### config.mk
export PLATFORM = sky130hd
export DESIGN_NAME = mem_write_sequencer
export DESIGN_NICKNAME = d
export VERILOG_FILES = /design/src/rtl/mem_if_pkg.sv /design/src/rtl/mem_write_sequencer.sv
export SDC_FILE = /design/constraint.sdc
export NUM_CORES = 1
export LEC_CHECK = 0
export CAP_MARGIN = 20
export CORE_ASPECT_RATIO = 1.4
export CORE_MARGIN = 4
export CORE_UTILIZATION = 35
export DETAILED_ROUTE_END_ITERATION = 8
export GPL_ROUTABILITY_DRIVEN = 0
export PLACE_DENSITY = 0.6
export SLEW_MARGIN = 20
export SYNTH_ARGS = -nofsm -noshare
export SYNTH_HDL_FRONTEND = slang
export SYNTH_SLANG_ARGS = --single-unit
### constraint.sdc
create_clock -name clk -period 2.3 [get_ports clk]
set_input_delay 0.23 -clock clk [delete_from_list [all_inputs] [get_ports clk]]
set_output_delay 0.23 -clock clk [all_outputs]
set_load 0.02 [all_outputs]
### src/rtl/mem_if_pkg.sv
// rtl/mem_if_pkg.sv - shared widths, state encoding and limits for the frame-buffer write side
package mem_if_pkg;

    localparam int ADDR_W_DEF = 8;
    localparam int DATA_W_DEF = 8;
    localparam int MAX_LEN    = 256;

    typedef enum logic [1:0] {
        S_IDLE  = 2'd0,
        S_WRITE = 2'd1,
        S_DONE  = 2'd2
    } state_e;

endpackage

### src/rtl/mem_write_sequencer.sv
// rtl/mem_write_sequencer.sv - writes a handshaked byte stream into the frame RAM from a base address
module mem_write_sequencer
    import mem_if_pkg::*;
#(
    parameter int ADDR_W = ADDR_W_DEF,
    parameter int DATA_W = DATA_W_DEF
) (
    input  logic              clk,
    input  logic              reset,
    input  logic              start,
    input  logic [ADDR_W-1:0] base_addr,
    input  logic [ADDR_W:0]   length,
    input  logic              abort,
    input  logic [DATA_W-1:0] in_data,
    input  logic              in_valid,
    output logic              in_ready,
    output logic              wr_en,
    output logic [ADDR_W-1:0] wr_addr,
    output logic [DATA_W-1:0] wr_data,
    output logic              busy,
    output logic              done,
    output logic [ADDR_W-1:0] last_addr,
    output logic [ADDR_W:0]   write_count
);

    localparam logic [ADDR_W:0] DEPTH = {1'b1, {ADDR_W{1'b0}}};
    localparam logic [ADDR_W:0] ONE   = {{ADDR_W{1'b0}}, 1'b1};

    state_e              state_q;
    logic [ADDR_W-1:0]   ptr_q;
    logic [ADDR_W:0]     rem_q;
    logic                wr_en_q;
    logic [ADDR_W-1:0]   wr_addr_q;
    logic [DATA_W-1:0]   wr_data_q;
    logic                done_q;
    logic [ADDR_W-1:0]   last_addr_q;
    logic [ADDR_W:0]     write_count_q;
    logic [ADDR_W:0]     len_clamped;

    // Any length with the top bit set is at least the RAM depth, so clamp it to one full pass.
    assign len_clamped = length[ADDR_W] ? DEPTH : length;

    assign in_ready    = (state_q == S_WRITE) && !abort;
    assign busy        = (state_q == S_WRITE);
    assign wr_en       = wr_en_q;
    assign wr_addr     = wr_addr_q;
    assign wr_data     = wr_data_q;
    assign done        = done_q;
    assign last_addr   = last_addr_q;
    assign write_count = write_count_q;

    always_ff @(posedge clk or negedge reset) begin
        if (!reset) begin
            state_q       <= S_IDLE;
            ptr_q         <= '0;
            rem_q         <= '0;
            wr_en_q       <= 1'b0;
            wr_addr_q     <= '0;
            wr_data_q     <= '0;
            done_q        <= 1'b0;
            last_addr_q   <= '0;
            write_count_q <= '0;
        end else begin
            wr_en_q <= 1'b0;
            done_q  <= 1'b0;
            case (state_q)
                S_IDLE: begin
                    if (start) begin
                        write_count_q <= '0;
                        if (length == '0) begin
                            state_q <= S_DONE;
                            done_q  <= 1'b1;
                        end else begin
                            ptr_q   <= base_addr;
                            rem_q   <= len_clamped;
                            state_q <= S_WRITE;
                        end
                    end
                end
                S_WRITE: begin
                    // Abort wins over a beat presented in the same cycle; in_ready is already low.
                    if (abort) begin
                        state_q <= S_IDLE;
                    end else if (in_valid) begin
                        wr_en_q       <= 1'b1;
                        wr_addr_q     <= ptr_q;
                        wr_data_q     <= in_data;
                        ptr_q         <= ptr_q + 1'b1;
                        rem_q         <= rem_q - ONE;
                        write_count_q <= write_count_q + ONE;
                        if (rem_q == ONE) begin
                            last_addr_q <= ptr_q;
                            state_q     <= S_DONE;
                            done_q      <= 1'b1;
                        end
                    end
                end
                S_DONE: begin
                    state_q <= S_IDLE;
                end
                default: begin
                    state_q <= S_IDLE;
                end
            endcase
        end
    end

endmodule

==> results of run 1 <==
## registers in the layout (all words and copies together), names as in the netlist
register and count:
wr_data 8, wr_addr 8, ptr_q 8, done 1
write_count 9, wr_en 1, rem_q 9, last_addr 8
state_q 2
## kinds of logic (layout without fill, tap and decap cells)
kind of cell / Yosys count / in the layout
DFF: 54 / 54
buffers and inverters: 18 / 91
xor gates and xnor gates: 4 / 4
and+or+nand+nor: 72 / 72
muxes: 26 / 26
adders and majority gates: 4 / 4
AOI/OAI and AO/OA: 70 / 70
## cell usage after synthesis, drive strengths merged, types with 5 or more instances
library cell | count | area [sq um]
nand2 | 11 | 48.8
mux2 | 25 | 282
nand3 | 6 | 30.0
o21ai | 21 | 105
dfrtp | 54 | 1350
clkbuf | 5 | 20.0
nor3 | 7 | 35.0
o31ai | 5 | 37.5
nor2 | 17 | 66.3
o22ai | 5 | 31.3
buf | 8 | 40.0
a31oi | 7 | 43.8
nor4 | 5 | 46.3
a21oi | 18 | 90.1
## cell usage in the layout, fill, tap and decap left out, types with 4 or more instances in the layout
master,instances
sky130_fd_sc_hd__o22ai_1,5
sky130_fd_sc_hd__ha_1,4
sky130_fd_sc_hd__dfrtp_1,54
sky130_fd_sc_hd__inv_1,4
sky130_fd_sc_hd__mux2_2,25
sky130_fd_sc_hd__buf_4,11
sky130_fd_sc_hd__o31ai_1,5
sky130_fd_sc_hd__nor3_1,7
sky130_fd_sc_hd__a31oi_1,7
sky130_fd_sc_hd__clkbuf_8,5
sky130_fd_sc_hd__clkdlybuf4s50_1,65
sky130_fd_sc_hd__nor2_1,16
sky130_fd_sc_hd__o21ai_0,21
sky130_fd_sc_hd__a21oi_1,18
sky130_fd_sc_hd__nor4_1,4
sky130_fd_sc_hd__nand2_1,10
sky130_fd_sc_hd__xor2_1,4
sky130_fd_sc_hd__nand3_1,6
## per-layer routing
layer / vias up / global-route usage
met1: 1098 / 0.203
met5: - / 0
met4: 0 / 0.0588
li1: 1063 / -
met2: 50 / 0.260
met3: 11 / 0.0268
## worst paths after layout
check,startpoint,endpoint,cells after the start
worst max-delay path,state_q[1],busy,3
worst min-delay path,reset,rem_q[4],2
worst max register to register,state_q[0],rem_q[2],5
worst min register to register,wr_data[7],wr_data[7],1
max in group asynchronous,reset,ptr_q[6],2
min in group clk,wr_data[7],wr_data[7],1
## cell type report
type | instances | area, sq um | area share
repair buffers | 78 | 758 | 0.211
inverters | 5 | 18.8 | 0.00521
clock inverters | 2 | 37.5 | 0.0104
flip-flops and latches | 54 | 1350 | 0.375
multi-input cells | 176 | 1240 | 0.344
clock buffers | 6 | 72.6 | 0.0202
well taps | 97 | 121 | 0.0337
## where the power goes
| part | total, mW | switching, mW | internal [mW] |
|---|---|---|---|
| clock | 0.636 | 0.311 | 0.325 |
| sequential | 1.63 | 0.341 | 1.28 |
| combinational | 1.80 | 0.906 | 0.895 |
## critical path, cell delays in order (launching register included)
cell                              delay, ns
sky130_fd_sc_hd__dfrtp_1               0.51
sky130_fd_sc_hd__nand2b_1              0.22
sky130_fd_sc_hd__clkinv_1              0.27
sky130_fd_sc_hd__clkdlybuf4s50_1       0.63
==> impl_metrics.env, run 1 <==
export IMPL_status="completed"
export IMPL_grt_start_max_net_pins=55
export IMPL_synth_top_family_by_area="simple AND/OR/NAND/NOR gates"
export IMPL_rsz0062_at_grt="no"
export IMPL_cts_sinks=54
export IMPL_synth_simple_area_share=0.162
export IMPL_post_route_drc_count=0
export IMPL_met3RoutedLength_microns=268
export IMPL_synthCells=248
export IMPL_route_final_wire_length_microns=6750
export IMPL_timing_setup_critical_path_class="reg2out"
export IMPL_drv_max_cap_violation_count=0
export IMPL_cts_buffer_depth=2
export IMPL_seq_cells_post_synth=54
export IMPL_area_growth_pct=35.3
export IMPL_worst_endpoint_required_ns=2.07
export IMPL_cts_root_buffer_cell="sky130_fd_sc_hd__clkbuf_8"
export IMPL_async_flop_share=1.00
export IMPL_tritoncts_num_buffers=5
export IMPL_critical_path_endpoint_type="output port"
export IMPL_peakVddDrop_mv=0.579
export IMPL_num_antenna_cells=0
export IMPL_num_vias=2222
export IMPL_dr_wl_met2_microns=3380
export IMPL_synth_adder_area_share=0.0188
export IMPL_number_of_placement_rows=37
export IMPL_dr_first_iter_drc_count=115
export IMPL_finalHoldViolations=0
export IMPL_clk_latency_ns=0.30
export IMPL_starting_density_of_the_core=0.362
export IMPL_top_layer_reached_by_signal_wires="met4"
export IMPL_grt_total_usage=0.158
export IMPL_die_area_sq_um=9080
export IMPL_timing_critical_path_fanout_max=8
export IMPL_drt_wirelength_per_cell_microns=16.1
export IMPL_synthesized_area_per_cell_sq_um=10.7
export IMPL_finalNetCount=354
export IMPL_syn_num_nets=282
export IMPL_hold_ws_ns=0.0169
export IMPL_worstPathArrival_ns=1.92
export IMPL_routed_via_density=5.32
export IMPL_synthesis_area_sq_um=2660
export IMPL_htreeDepth=2
export IMPL_power_density_nw_per_um2=1130
export IMPL_first_pass_iters=4
export IMPL_worstMarginPinSlew_ns=0.993
export IMPL_tritoncts="built"
export IMPL_synthMuxAreaShare=0.110
export IMPL_timing_hold_worst_class="in2async"
export IMPL_grt_first_pass_wirelength_microns=11300
export IMPL_postSynth_topFlopCell="sky130_fd_sc_hd__dfrtp_1"
export IMPL_die_width_microns=81.7
export IMPL_hold_fix_buffers_cts=0
export IMPL_grt_overflow_total=0
export IMPL_timing_final_crit_period_ns=2.15
export IMPL_detailedPlace_worstSlack_ns=0.143
export IMPL_synth_xor_area_share=0.0132
export IMPL_pins_over_slew_limit=0
export IMPL_final_layout_size_suffix_gt1_frac=0.168
export IMPL_design_core_area_sq_um=7360
export IMPL_timing_reg2reg_setup_slack_ns=0.33
export IMPL_hpwl_microns=4790
export IMPL_initial_antenna_violation_count=0
export IMPL_vias_in_the_first_global_route=2262
export IMPL_fp_dieH_microns=111
export IMPL_fin_cells=418
export IMPL_fillcell_total=686
export IMPL_synth_edff_count=0
export IMPL_timing_critical_path_from_type="flip-flop"
export IMPL_met1_length_microns=2930
export IMPL_postCtsSetupRepairBufs=0
export IMPL_post_route_cell_area_sq_um=3600
export IMPL_cts_reportedPaths_clkPinSlew_ns=0.10
export IMPL_synth_warnings=0
export IMPL_synth_yosys_seq_area_share=0.508
export IMPL_placed_cells_incl_taps=410
export IMPL_io_pins=67
export IMPL_postCtsResizedCells=0
export IMPL_clock_fmax_ghz=0.464
export IMPL_yosysUniqueCellTypes=50
export IMPL_totalNegativeSetupSlack_ns=0
export IMPL_total_leakage_power_nw=1.49
export IMPL_fin_crit_sh=0.936
export IMPL_layout_core_utilization=0.489
export IMPL_setup_slack_ns=0.147
export IMPL_synth_compound_gate_area_share=0.159
export IMPL_fin_skew_ns=0.00693
export IMPL_portBuffers=66
export IMPL_power_mw=4.06
export IMPL_relSlewSlack=0.335
export IMPL_setup_viol=0
export IMPL_detail_route_antenna_nets=0
export IMPL_placed_cell_area_sq_um=3490
Power figures use the tool's default switching activity.
==> run 2, diff against run 1 <==
MAX_ROUTING_LAYER = met4   (was default)
==> run 2 against run 1 <==
Register-to-register slack gained 0.02 ns; maximum frequency grew 0.29%; first-iteration DRC count shrank 5.2%; count of clock-buffer cells in the layout is the same; critical endpoint unchanged.
==> impl_metrics.env, run 2 (same netlist as run 1, synthesis figures left out) <==
export IMPL_status="completed"
export IMPL_comb_power_share=0.443
export IMPL_sequentialPowerShare=0.400
export IMPL_grt_first_pass_wirelength_microns=11200
export IMPL_drv_max_cap_violation_count=0
export IMPL_tritoncts_num_buffers=5
export IMPL_setup_viol=0
export IMPL_postCtsSetupRepairBufs=0
export IMPL_peakVddDrop_mv=0.581
export IMPL_dr_first_iter_drc_count=109
export IMPL_pins_over_slew_limit=0
export IMPL_grt_start_max_net_pins=55
export IMPL_timing_reg2reg_setup_slack_ns=0.35
export IMPL_power_mw=4.06
export IMPL_worstPathArrival_ns=1.92
export IMPL_starting_density_of_the_core=0.362
export IMPL_rr_startpoint="state_q[1]"
export IMPL_timing_critical_path_fanout_max=8
export IMPL_clock_fmax_ghz=0.466
export IMPL_cts_sinks=54
export IMPL_initial_antenna_violation_count=0
export IMPL_final_layout_size_suffix_gt1_frac=0.168
export IMPL_power_density_nw_per_um2=1130
export IMPL_post_route_drc_count=0
export IMPL_layout_common_cells="sky130_fd_sc_hd__clkdlybuf4s50_1, sky130_fd_sc_hd__dfrtp_1, sky130_fd_sc_hd__mux2_2, sky130_fd_sc_hd__o21ai_0, sky130_fd_sc_hd__a21oi_1"
export IMPL_relSlewSlack=0.363
export IMPL_die_width_microns=81.7
export IMPL_num_antenna_cells=0
export IMPL_finalHoldViolations=0
export IMPL_area_growth_pct=35.3
export IMPL_mostFrequentLayoutCell="sky130_fd_sc_hd__clkdlybuf4s50_1"
export IMPL_first_pass_iters=4
export IMPL_htreeDepth=2
export IMPL_fin_crit_sh=0.933
export IMPL_num_vias=2223
export IMPL_vias_in_the_first_global_route=2265
export IMPL_design_core_area_sq_um=7360
export IMPL_clk_latency_ns=0.30
export IMPL_die_area_sq_um=9080
export IMPL_total_leakage_power_nw=1.49
export IMPL_net_switching_power_figure_mw=1.56
export IMPL_timing_setup_critical_path_class="reg2out"
export IMPL_proportion_of_power_drawn_by_the_clock_network=0.157
export IMPL_routed_via_density=5.32
export IMPL_startpoint="state_q[1]"
export IMPL_route_final_wire_length_microns=6760
export IMPL_finalNetCount=354
export IMPL_cts_root_buffer_cell="sky130_fd_sc_hd__clkbuf_8"
export IMPL_critical_path_endpoint_type="output port"
export IMPL_tritoncts="built"
export IMPL_hold_fix_buffers_cts=0
export IMPL_hpwl_microns=4790
export IMPL_rr_endpoint="write_count[7]"
export IMPL_cts_buffer_depth=2
export IMPL_io_pins=67
export IMPL_postCtsResizedCells=0
export IMPL_power_switching_share=0.384
export IMPL_drt_wirelength_per_cell_microns=16.2
export IMPL_cts_reportedPaths_clkPinSlew_ns=0.10
export IMPL_timing_hold_worst_class="in2async"
export IMPL_timing_critical_path_from_type="flip-flop"
export IMPL_totalNegativeSetupSlack_ns=0
export IMPL_crit_end="busy"
export IMPL_fp_dieH_microns=111
export IMPL_internal_power_mw=2.50
export IMPL_worst_endpoint_required_ns=2.07
export IMPL_grt_total_usage=0.162
export IMPL_number_of_placement_rows=37
export IMPL_r2r_worst_path_cells=5
export IMPL_portBuffers=66
export IMPL_rsz0062_at_grt="no"
export IMPL_grt_overflow_total=0
export IMPL_worstMarginPinSlew_ns=0.951
export IMPL_timing_final_crit_period_ns=2.15
export IMPL_fin_skew_ns=0.00752
export IMPL_detail_route_antenna_nets=0
[run 2: cell counts in the layout (fill, tap and decap cells not counted)]
Identical to the previous run, type by type.
[run 2: area by class of cell]
| class | instances | area [sq um] |
|---|---|---|
| fill | 686 | 3760 |
| inverter | 5 | 18.8 |
| multi-input combinational | 176 | 1240 |
| timing repair buffer | 78 | 758 |
| clock inverter | 2 | 37.5 |
| tap | 97 | 121 |
| sequential | 54 | 1350 |
| clock buffer | 6 | 72.6 |
[run 2: layer usage]
layer,track usage,share of wire
met5,-,0
met2,0.260,0.50
met1,0.203,0.44
met3,0.0260,0.037
met4,0.0588,0.026
[run 2: worst max-delay path, cell delays in order, from the launching register on]
cell,delay (ns)
sky130_fd_sc_hd__dfrtp_1,0.51
sky130_fd_sc_hd__nand2b_1,0.22
sky130_fd_sc_hd__clkinv_1,0.26
sky130_fd_sc_hd__clkdlybuf4s50_1,0.62
[run 2: through the flow]
stage                     cell area, sq um   util  hold slack, ns  setup slack (ns)  std cells
after floorplan                       2660      -         -0.0656             0.550        248
after global placement                3490  0.474           0.415             0.164        410
after detailed placement              3490  0.474           0.412             0.143        410
after CTS                             3600  0.489          0.0754             0.138        418
after global routing                  3600  0.489           0.109            0.0590        418
final                                 3600  0.489          0.0257             0.153        418
[run 2: power by group through the flow]
stage | logic (mW) | clock network [mW] | registers (mW)
finish | 1.80 | 0.637 | 1.63
global route | 1.97 | 0.694 | 1.68
CTS | 1.82 | 0.655 | 1.63
detailed placement | 1.81 | 0 | 1.64
global placement | 1.80 | 0 | 1.64
floorplan | 0.885 | 0 | 1.77
[run 2: how the worst min path moves through the flow]
stage                               to  start  cells past startpoint
after floorplan                   done  reset                      0
after global placement    last_addr[0]  reset                      2
after detailed placement      rem_q[4]  reset                      2
after CTS                   wr_addr[0]  reset                      2
after global routing        state_q[1]  reset                      2
final                         rem_q[4]  reset                      2
